## src/rtl/branch_resolver_if.sv

```systemverilog
// Branch-resolution bus between the control unit (master) and branch_resolver (slave).
interface branch_resolver_if #(
    parameter int ADDR_W = 32,
    parameter int CNT_W  = 16
);
    logic              start;
    logic              uncond;
    logic [ADDR_W-1:0] pc_in;
    logic [15:0]       offset;
    logic              cond_in;
    logic              clear_counts;
    logic              busy;
    logic              done;
    logic              taken;
    logic              pc_write;
    logic [ADDR_W-1:0] pc_target;
    logic [CNT_W-1:0]  taken_count;
    logic [CNT_W-1:0]  total_count;

    modport master (
        output start, uncond, pc_in, offset, cond_in, clear_counts,
        input  busy, done, taken, pc_write, pc_target, taken_count, total_count
    );

    modport slave (
        input  start, uncond, pc_in, offset, cond_in, clear_counts,
        output busy, done, taken, pc_write, pc_target, taken_count, total_count
    );
endinterface

```

## src/rtl/branch_resolver.sv

```systemverilog
// Multicycle branch resolver: latches branch context, computes the target, samples the
// selected condition, pulses a PC write when taken and keeps saturating statistics.
module branch_resolver #(
    parameter int ADDR_W = 32,
    parameter int CNT_W  = 16
) (
    input  logic               clk,
    input  logic               reset,
    branch_resolver_if.slave   bus
);

    typedef enum logic [2:0] {
        S_IDLE  = 3'd0,
        S_CALC  = 3'd1,
        S_EVAL  = 3'd2,
        S_WRITE = 3'd3,
        S_DONE  = 3'd4
    } state_e;

    state_e            state_q, state_d;
    logic [ADDR_W-1:0] pc_q, pc_d;
    logic [15:0]       offset_q, offset_d;
    logic              uncond_q, uncond_d;
    logic              taken_q, taken_d;
    logic [ADDR_W-1:0] target_q, target_d;
    logic [CNT_W-1:0]  tcnt_q, tcnt_d;
    logic [CNT_W-1:0]  ncnt_q, ncnt_d;
    logic              busy_q, busy_d;
    logic              done_q, done_d;
    logic              pc_write_q, pc_write_d;
    logic              eval_t_s;

    function automatic logic [CNT_W-1:0] sat_inc(input logic [CNT_W-1:0] v);
        if (v == {CNT_W{1'b1}}) begin
            sat_inc = v;
        end else begin
            sat_inc = v + {{(CNT_W-1){1'b0}}, 1'b1};
        end
    endfunction

    // Next-state, datapath and Moore output decode
    always_comb begin
        state_d    = state_q;
        pc_d       = pc_q;
        offset_d   = offset_q;
        uncond_d   = uncond_q;
        taken_d    = taken_q;
        target_d   = target_q;
        tcnt_d     = tcnt_q;
        ncnt_d     = ncnt_q;
        eval_t_s   = uncond_q | bus.cond_in;

        case (state_q)
            S_IDLE: begin
                if (bus.start) begin
                    pc_d     = bus.pc_in;
                    offset_d = bus.offset;
                    uncond_d = bus.uncond;
                    taken_d  = 1'b0;
                    state_d  = S_CALC;
                end else begin
                    state_d  = S_IDLE;
                end
            end
            S_CALC: begin
                // Word offset: sign-extend then scale by 4; wrap-around is intended.
                target_d = pc_q + {{(ADDR_W-18){offset_q[15]}}, offset_q, 2'b00};
                state_d  = S_EVAL;
            end
            S_EVAL: begin
                taken_d = eval_t_s;
                ncnt_d  = sat_inc(ncnt_q);
                if (eval_t_s) begin
                    tcnt_d  = sat_inc(tcnt_q);
                    state_d = S_WRITE;
                end else begin
                    state_d = S_DONE;
                end
            end
            S_WRITE: state_d = S_DONE;
            S_DONE:  state_d = S_IDLE;
            default: state_d = S_IDLE;
        endcase

        // A clear beats a same-cycle increment.
        if (bus.clear_counts) begin
            tcnt_d = {CNT_W{1'b0}};
            ncnt_d = {CNT_W{1'b0}};
        end else begin
            tcnt_d = tcnt_d;
            ncnt_d = ncnt_d;
        end

        busy_d     = (state_d != S_IDLE);
        done_d     = (state_d == S_DONE);
        pc_write_d = (state_d == S_WRITE);
    end

    // State and registered output flops
    always_ff @(posedge clk or negedge reset) begin
        if (!reset) begin
            state_q    <= S_IDLE;
            pc_q       <= {ADDR_W{1'b0}};
            offset_q   <= 16'h0000;
            uncond_q   <= 1'b0;
            taken_q    <= 1'b0;
            target_q   <= {ADDR_W{1'b0}};
            tcnt_q     <= {CNT_W{1'b0}};
            ncnt_q     <= {CNT_W{1'b0}};
            busy_q     <= 1'b0;
            done_q     <= 1'b0;
            pc_write_q <= 1'b0;
        end else begin
            state_q    <= state_d;
            pc_q       <= pc_d;
            offset_q   <= offset_d;
            uncond_q   <= uncond_d;
            taken_q    <= taken_d;
            target_q   <= target_d;
            tcnt_q     <= tcnt_d;
            ncnt_q     <= ncnt_d;
            busy_q     <= busy_d;
            done_q     <= done_d;
            pc_write_q <= pc_write_d;
        end
    end

    assign bus.busy        = busy_q;
    assign bus.done        = done_q;
    assign bus.pc_write    = pc_write_q;
    assign bus.taken       = taken_q;
    assign bus.pc_target   = target_q;
    assign bus.taken_count = tcnt_q;
    assign bus.total_count = ncnt_q;

endmodule
```

## src/flat_wrapper.sv

```systemverilog
// flat-port wrapper written by rule: the top's interface ports become plain ports
module branch_resolver_flat 
#(
    parameter int ADDR_W = 32,
    parameter int CNT_W  = 16
)
  (clk, reset, bus_start, bus_uncond, bus_pc_in, bus_offset, bus_cond_in, bus_clear_counts, bus_busy, bus_done, bus_taken, bus_pc_write, bus_pc_target, bus_taken_count, bus_total_count);
  branch_resolver_if #(.ADDR_W(ADDR_W), .CNT_W(CNT_W)) bus_i ();
  input  logic clk;
  input  logic reset;
  input wire logic [$bits(bus_i.start)-1:0] bus_start;
  input wire logic [$bits(bus_i.uncond)-1:0] bus_uncond;
  input wire logic [$bits(bus_i.pc_in)-1:0] bus_pc_in;
  input wire logic [$bits(bus_i.offset)-1:0] bus_offset;
  input wire logic [$bits(bus_i.cond_in)-1:0] bus_cond_in;
  input wire logic [$bits(bus_i.clear_counts)-1:0] bus_clear_counts;
  output wire logic [$bits(bus_i.busy)-1:0] bus_busy;
  output wire logic [$bits(bus_i.done)-1:0] bus_done;
  output wire logic [$bits(bus_i.taken)-1:0] bus_taken;
  output wire logic [$bits(bus_i.pc_write)-1:0] bus_pc_write;
  output wire logic [$bits(bus_i.pc_target)-1:0] bus_pc_target;
  output wire logic [$bits(bus_i.taken_count)-1:0] bus_taken_count;
  output wire logic [$bits(bus_i.total_count)-1:0] bus_total_count;
  assign bus_i.start = bus_start;
  assign bus_i.uncond = bus_uncond;
  assign bus_i.pc_in = bus_pc_in;
  assign bus_i.offset = bus_offset;
  assign bus_i.cond_in = bus_cond_in;
  assign bus_i.clear_counts = bus_clear_counts;
  assign bus_busy = bus_i.busy;
  assign bus_done = bus_i.done;
  assign bus_taken = bus_i.taken;
  assign bus_pc_write = bus_i.pc_write;
  assign bus_pc_target = bus_i.pc_target;
  assign bus_taken_count = bus_i.taken_count;
  assign bus_total_count = bus_i.total_count;
  branch_resolver #(.ADDR_W(ADDR_W), .CNT_W(CNT_W)) u_core (.clk(clk), .reset(reset), .bus(bus_i));
endmodule
```

## config.mk

```make
export PLATFORM = sky130hd
export DESIGN_NAME = branch_resolver_flat
export DESIGN_NICKNAME = d
export VERILOG_FILES = /design/src/rtl/branch_resolver_if.sv /design/src/rtl/branch_resolver.sv /design/src/flat_wrapper.sv
export SDC_FILE = /design/constraint.sdc
export NUM_CORES = 1
export LEC_CHECK = 0
export CAP_MARGIN = 20
export CORE_ASPECT_RATIO = 1.5
export CORE_MARGIN = 1
export CORE_UTILIZATION = 34
export CTS_CLUSTER_DIAMETER = 200
export DETAILED_ROUTE_END_ITERATION = 6
export PLACE_DENSITY = 0.53
export SLEW_MARGIN = 5
export SYNTH_ARGS = -nofsm -noshare
export SYNTH_HDL_FRONTEND = slang
export SYNTH_SLANG_ARGS = --single-unit
export TNS_END_PERCENT = 50
```

## constraint.sdc

```tcl
create_clock -name clk -period 3.9 [get_ports clk]
set_input_delay 0.78 -clock clk [delete_from_list [all_inputs] [get_ports clk]]
set_output_delay 0.78 -clock clk [all_outputs]
set_load 0.03 [all_outputs]
```

After elaboration in Yosys (flattened, before gate mapping)
Cells that the tools add are included.
{ "word_totals": {"ff_bits": 120, "input_bits": 54, "output_inout_bits": 68, "wordCells": 46} }
{ "classes": {"addsub": 3, "n_eq_ne": 10, "muxes": 12, "bitwise_logic": 1, "reduce_logical": 9} }
{ "ops": {"columns": ["operator", "count"], "rows": [
  ["$mux 16", 7],
  ["$add 16x1->16 const B", 2],
  ["$add 32x32->32", 1],
  ["$eq 16x16->1 const B", 2],
  ["$pmux 3 s4", 1],
  ["$eq 3x2->1 const B", 3],
  ["$ne 2x2->1 const B", 3],
  ["$reduce_and 2->1", 3],
  ["$reduce_bool 2->1", 3],
  ["$eq 3x1->1 const B", 1],
  ["$eq 3x3->1 const B", 1],
  ["$logic_not 3->1", 1],
  ["$mux 3", 1],
  ["$reduce_and 3->1", 1],
  ["$reduce_bool 3->1", 1],
  ["$mux 1", 2],
  ["$pmux 1 s2", 1],
  ["$or 1x1->1", 1]
]} }

Logic depth before layout (Yosys ltp)
Gate-level depths: netlist (run 1).
{ "depth": {"word_depth": 5, "depth_mapped": 11} }

Worst setup path after synthesis (run 1)
Ideal clock, no wire load.
{ "synth_path": {"path_type": "flip-flop to flip-flop", "start": "reg u_core.offset_q[15]", "end": "reg u_core.target_q[31] (netlist: u_core.bus.pc_target[31])", "setup_ns": 0.069, "t_arrival_ns": 2.575, "required_time_ns": 3.831, "setup_slack_ns": 1.256, "path_stages_with_launch": 9, "synth_period_minus_slack_ns": 2.644, "path_cell_list": "dfrtp_1 > ha_1 > a21oi_2 > and2b_4 > a311o_1 > o41ai_4 > o311ai_1 > a2111o_1 > nand3_1"} }
{ "synth_between": {"elab_chain_len": 1} }
{ "synth_lines": {"columns": ["item", "line_no", "text"], "rows": [
  ["from (decl)", "branch_resolver.sv:22", "logic [15:0] offset_q, offset_d;"],
  ["from (signal assigned)", "branch_resolver.sv:116", "offset_q <= offset_d;"],
  ["$add 32x32->32", "branch_resolver.sv:67", "target_d = pc_q + {{(ADDR_W-18){offset_q[15]}}, offset_q, 2'b00};"],
  ["to (signal assigned)", "branch_resolver.sv:107", "target_q <= {ADDR_W{1'b0}};"],
  ["to (signal assigned)", "branch_resolver.sv:119", "target_q <= target_d;"],
  ["to (decl)", "branch_resolver.sv:25", "logic [ADDR_W-1:0] target_q, target_d;"]
]} }
No other way between the ends.
A chain may end at the register's enable or synchronous reset.

Final worst setup path (run 1)
Same ends and word-level chain as after synthesis.

==> qor.txt, run 1 <==
Crit-path leading delay family - compound AO/OA/AOI/OAI gates
Flop pwr share - 25.8%
Global-route wire length before repair - 25.35 mm
Mapped cell area - 6260 um2
Total power - 8.053 mW
Cell Rows - 60
Gr ovfl total - 0
Setup Total Neg Slack - 0 ps
Sequential area share after synthesis - 47.97%
Count leader, synth - dfrtp_1
Crit-path max FO - 16
Via count - 4,835
Proportion of layout cells with a drive suffix above 1 - 14.17%
Synth Warn # - 0
Status - finished clean
Clock network fraction of total power - 22.1%
Max stage delay on crit path - 760 ps
Worst path slowest cell - dfrtp_1
Post_cts resized - 0
Worst Setup Start Kind - register
DRC - 0
Routability congestion estimate - 0.8468
CTS Sinks - 120
Synth top area share - 47.97%
Vias/cell - 5.084
Wirelength per Cell - 15.88 um
Initial Utilization - 34.74%
Async SR Flop Fraction - 100.0%
Nets - 807
Yosys top cell by area - dfrtp_1
I/O pin cnt - 122
Yosys reg bits - 120
Cell variety after synth - 56
TritonCTS Buffers - 17
Top cells by count, synth - dfrtp_1, nand2_1, mux2_2
Area Overhead vs Synth - 34.50%
Leakage - 3.601 nW
Post-route antenna net violation count - 0
Hold_buf cts - 0
Largest net degree at the start of global routing - 54
Number of max-cap violations - 0
Reg-to-reg slack, setup - 890 ps
Post-synth EDFFs - 0
Compound-Gate Fraction of Synth Area - 12.45%
CP Data Arrival Time - 3350 ps
Switching power - 3.235 mW
Buf+Inv Stages, Crit Path - 0
Post-synthesis mux area share - 9.314%
CTS tree - yes
Int Pwr - 4.818 mW
Comb pwr share - 52.2%
Main synth FF type - dfrtp_1
Die ar. - 18,970 um2
Die Height - 168.2 um
CTS root buf - clkbuf_16
Synth Area in Simple Gates - 14.37%
Core ar. - 18,020 um2
Gate count after technology mapping - 591
Cell Pwr Density - 956.5 nW/um2
Vias in the first global route - 5,161
Worst min path class - in -> async
Post-CTS setup buffer count - 0
Die Span X - 112.8 um
WS Path Type - reg -> reg
RSZ-0062 raised after global routing - false
DRT iter0 DRCs - 109
Reg clk slew, reported paths - 60 ps
Xor and xnor area share after synthesis - 7.695%
Skew final - 9.459 ps
Switch share - 40.17%
Final setup fails - 0
Worst VDD drop - 0.3192 mV
Syn avg cell area - 10.59 um2
Initial antenna violation count - 0
# diodes - 0
Total track usage - 17.10%
Max Slew Vio Count - 0
Minimum clock period - 3012 ps
Clock Latency Late Sink - 410 ps
WP data required - 4240 ps
Clk buf depth - 2
Fmax - 332.0 MHz
DRT Pass-1 Iters - 6
Syn nets - 677
Hold Vio Cnt, Final - 0
Final HPWL DP - 11.24 mm
IO Port Bufs - 121
CP Capture Type - register
Post-Route WL - 15.10 mm
Adder-Cell Fraction of Synth Area - 6.516%
Ranking of synthesized cells by area - dfrtp_1, mux2_2, ha_1, xor2_1, nand2_1
H-tree depth - 4
Main combinational cell family by area after synthesis - simple AND/OR/NAND/NOR gates
Worst Max-Slew Pin Slew - 698.5 ps
Crit-path cells - ha_1 > a21oi_2 > and2b_4 > a311o_1 > o41ai_4 > o311ai_1 > a2111o_1 > nand3_1
Fin crit share - 77.24%
Relative slew slack - 53.43%
cell type report:
type | count | area [um2]
tap | 217 | 271.5
clock inverter | 10 | 190.2
inverter | 9 | 33.78
fill | 1699 | 9598
clock buffer | 22 | 484.2
timing repair buffer | 127 | 1274
sequential | 120 | 3003
multi-input combinational | 446 | 3163
worst reg2reg max path: cells and delay by family, from the launching register on:
family                     cells  cell delay [ps]
AOI/OAI and AO/OA              5             1490
DFF                            1              760
adders and majority gates      1              410
and+or+nand+nor                2              290
worst paths after layout:
path,endpoint,startpoint,cells past startpoint
worst max-delay path,u_core.bus.pc_target[31],u_core.offset_q[15],8
worst min-delay path,u_core.bus.total_count[7],reset,1
worst max register to register,u_core.bus.pc_target[31],u_core.offset_q[15],8
worst min register to register,u_core.bus.pc_target[19],u_core.bus.pc_target[19],2
max in group asynchronous,u_core.bus.pc_target[14],reset,2
min in group clk,u_core.bus.pc_target[19],u_core.bus.pc_target[19],2
per-stage QoR:
| stage | hold slack, ps | area (um2) | setup WS [ps] | std cells | utilization, % |
|---|---|---|---|---|---|
| floorplan | 476.7 | 6260 | 1256 | 591 | - |
| global placement | 463.1 | 7730 | 1007 | 918 | 42.90 |
| detailed placement | 475.6 | 7745 | 897.6 | 919 | 42.99 |
| CTS | 433.9 | 8419 | 877.5 | 951 | 46.73 |
| global route | 456.8 | 8419 | 687.8 | 951 | 46.73 |
| finish | 418.1 | 8419 | 887.8 | 951 | 46.73 |
sequential cells by signal (all words and copies together) (netlist names):
name,count
u_core.bus.pc_target,32
u_core.pc_q,32
u_core.bus.taken_count,16
u_core.bus.total_count,16
u_core.offset_q,16
u_core.state_q,3
u_core.bus.busy,1
u_core.bus.done,1
u_core.bus.pc_write,1
u_core.bus.taken,1
u_core.uncond_q,1
kinds of logic after synthesis:
kind of cell,Yosys count
adders and majority gates,32
buffers and inverters,25
and+or+nand+nor,186
muxes,52
xor gates and xnor gates,55
AOI/OAI and AO/OA,121
DFF,120
layout by cell type, fill, tap and decap left out, types with 16 or more instances in the layout:
master and count:
clkdlybuf4s50_1 120, mux2_2 50, nand3_1 16, ha_1 31, nor2_1 47, xor2_1 36
xnor2_1 19, clkbuf_16 17, a21oi_1 29, nand2_1 67, dfrtp_1 120, o21ai_0 46
routing by layer:
metal	track usage, %	share of wire, %
met4	6.667	1.5
met2	30.17	52
met5	0	0
met1	18.77	40
met3	5.760	6.2
power groups by stage:
stage | clock network [mW] | registers (mW) | logic [mW]
3_5_place_dp | 0 | 2.10 | 4.22
5_1_grt | 1.87 | 2.15 | 4.68
2_1_floorplan | 0 | 2.36 | 2.79
6_report | 1.78 | 2.07 | 4.20
3_3_place_gp | 0 | 2.08 | 4.16
4_1_cts | 1.82 | 2.09 | 4.24
Note: power is estimated with default switching activity, not from simulation.
==> run 2, diff against run 1 <==
Settings changed: PLACE_DENSITY 0.53 to 0.55.
Clock period 3.9 ns to 2.7 ns, I/O delays scaled along.
==> qor.txt, run 2 (synthesized netlist as in run 1, its figures left out) <==
Vias/cell - 5.068
Wirelength per Cell - 15.68 um
Total track usage - 17.04%
Relative slew slack - 50.76%
Vias in the first global route - 5,072
Gr ovfl total - 0
Clock Latency Late Sink - 420 ps
DRC - 0
CP Data Arrival Time - 2950 ps
Initial antenna violation count - 0
Hold_buf cts - 0
Initial Utilization - 34.74%
Global-route wire length before repair - 25.11 mm
Via count - 4,906
R2r endpoint - u_core.bus.pc_target[31]
Worst Max-Slew Pin Slew - 736.1 ps
Clock network fraction of total power - 21.2%
WP data required - 3060 ps
Proportion of layout cells with a drive suffix above 1 - 16.64%
Leakage - 3.672 nW
Fin crit share - 96.04%
Routability congestion estimate - 0.8169
Buf+Inv Stages, Crit Path - 0
Number of max-cap violations - 0
Clk buf depth - 2
I/O pin cnt - 122
Hold Vio Cnt, Final - 0
Switch share - 40.41%
RSZ-0062 raised after global routing - true
Largest net degree at the start of global routing - 59
Worst VDD drop - 0.4673 mV
Flop pwr share - 24.7%
CTS root buf - clkbuf_16
Worst Setup Start Kind - register
Comb pwr share - 54.2%
Crit-path cells - ha_1 > a21oi_2 > and2b_4 > a311o_1 > o41ai_4 > o311ai_1 > a2111o_1 > nand3_1
Die Height - 168.2 um
H-tree depth - 4
TritonCTS Buffers - 17
Int Pwr - 7.141 mW
Nets - 824
CTS Sinks - 120
Met2 routed WL - 7.955 mm
R2R cell count - 8
Area Overhead vs Synth - 36.66%
Final setup fails - 0
WS Path Type - reg -> reg
Metal3 WL - 832 um
Cell Rows - 60
Total power - 11.98 mW
Reg-to-reg slack, setup - 110 ps
Wl on met1 - 6.086 mm
Final HPWL DP - 11.08 mm
Most frequent cells in the layout - clkdlybuf4s50_1, dfrtp_1, nand2_1
Worst path slowest cell - a2111o_1
DRT Pass-1 Iters - 5
Uppermost layer routed - met4
CP Capture Type - register
Crit-path max FO - 5
Minimum clock period - 2593 ps
IO Port Bufs - 121
Worst min path class - in -> async
DRT iter0 DRCs - 146
Skew final - 8.895 ps
Cell Pwr Density - 1401 nW/um2
Status - finished clean
Fmax - 385.6 MHz
CTS tree - yes
Post-route antenna net violation count - 0
Die Span X - 112.8 um
# diodes - 0
Post-Route WL - 15.18 mm
Max Slew Vio Count - 0
Die ar. - 18,970 um2
Switching power - 4.842 mW
Max stage delay on crit path - 430 ps
Setup slack at placement - -29.38 ps
Reg clk slew, reported paths - 60 ps
Final worst slack - 106.8 ps
Crit-path leading delay family - compound AO/OA/AOI/OAI gates
Worst R2R Start - u_core.offset_q[15]
Core ar. - 18,020 um2
run 2: worst max path at each step:
stage	from	endpoint	slack [ps]	cells after the start
CTS	u_core.offset_q[0]	u_core.bus.pc_target[24]	10	11
global route	u_core.offset_q[15]	u_core.bus.pc_target[27]	-40	9
detailed placement	u_core.offset_q[0]	u_core.bus.pc_target[30]	-30	11
floorplan	u_core.offset_q[15]	u_core.bus.pc_target[31]	60	8
global placement	u_core.offset_q[0]	u_core.bus.pc_target[30]	30	11
finish	u_core.offset_q[15]	u_core.bus.pc_target[31]	110	8
run 2: layout make-up:
cell class / instances / area [um2]
sequential: 120 / 3003
fill: 1680 / 9463
inverter: 9 / 33.78
clock inverter: 14 / 221.5
clock buffer: 18 / 429.2
timing repair buffer: 144 / 1394
multi-input combinational: 446 / 3202
tap: 217 / 271.5
run 2: timing repair:
| action | CTS | global route |
|---|---|---|
| pin swaps | 0 | 3 |
| cloned | 0 | 0 |
| gates resized for setup | 1 | 8 |
| setup buffers | 0 | 1 |
| setup endpoints to repair | 4 | 9 |
run 2: through the flow:
stage               area, um2  utilization [%]  setup TNS (ps)  hold slack (ps)  std cells
finish                   8554            47.48               0            115.1        968
floorplan                6260                -               0            244.4        591
CTS                      8514            47.26               0            128.6        967
detailed placement       7858            43.61          -73.97            473.3        935
global placement         7858            43.61               0            465.1        935
global route             8554            47.48          -38.48            148.9        968
run 2: power groups by stage:
stage | logic, mW | registers (mW) | clock network [mW]
finish | 6.49 | 2.96 | 2.54
floorplan | 4.03 | 3.40 | 0
global placement | 6.31 | 2.97 | 0
CTS | 6.43 | 2.98 | 2.59
detailed placement | 6.38 | 3.01 | 0
global route | 7.19 | 3.05 | 2.67
run 2: routing by layer:
metal	track usage, %	vias up
met5	0	-
li1	-	2382
met3	5.328	29
met2	30.73	115
met4	7.072	0
met1	18.23	2380
run 2: worst register-to-register path, delay by kind of cell, from the launching register on:
family | cells | cell delay (ps)
simple gates | 2 | 270
compound gates | 5 | 1460
flops | 1 | 420
fa+ha+maj | 1 | 380
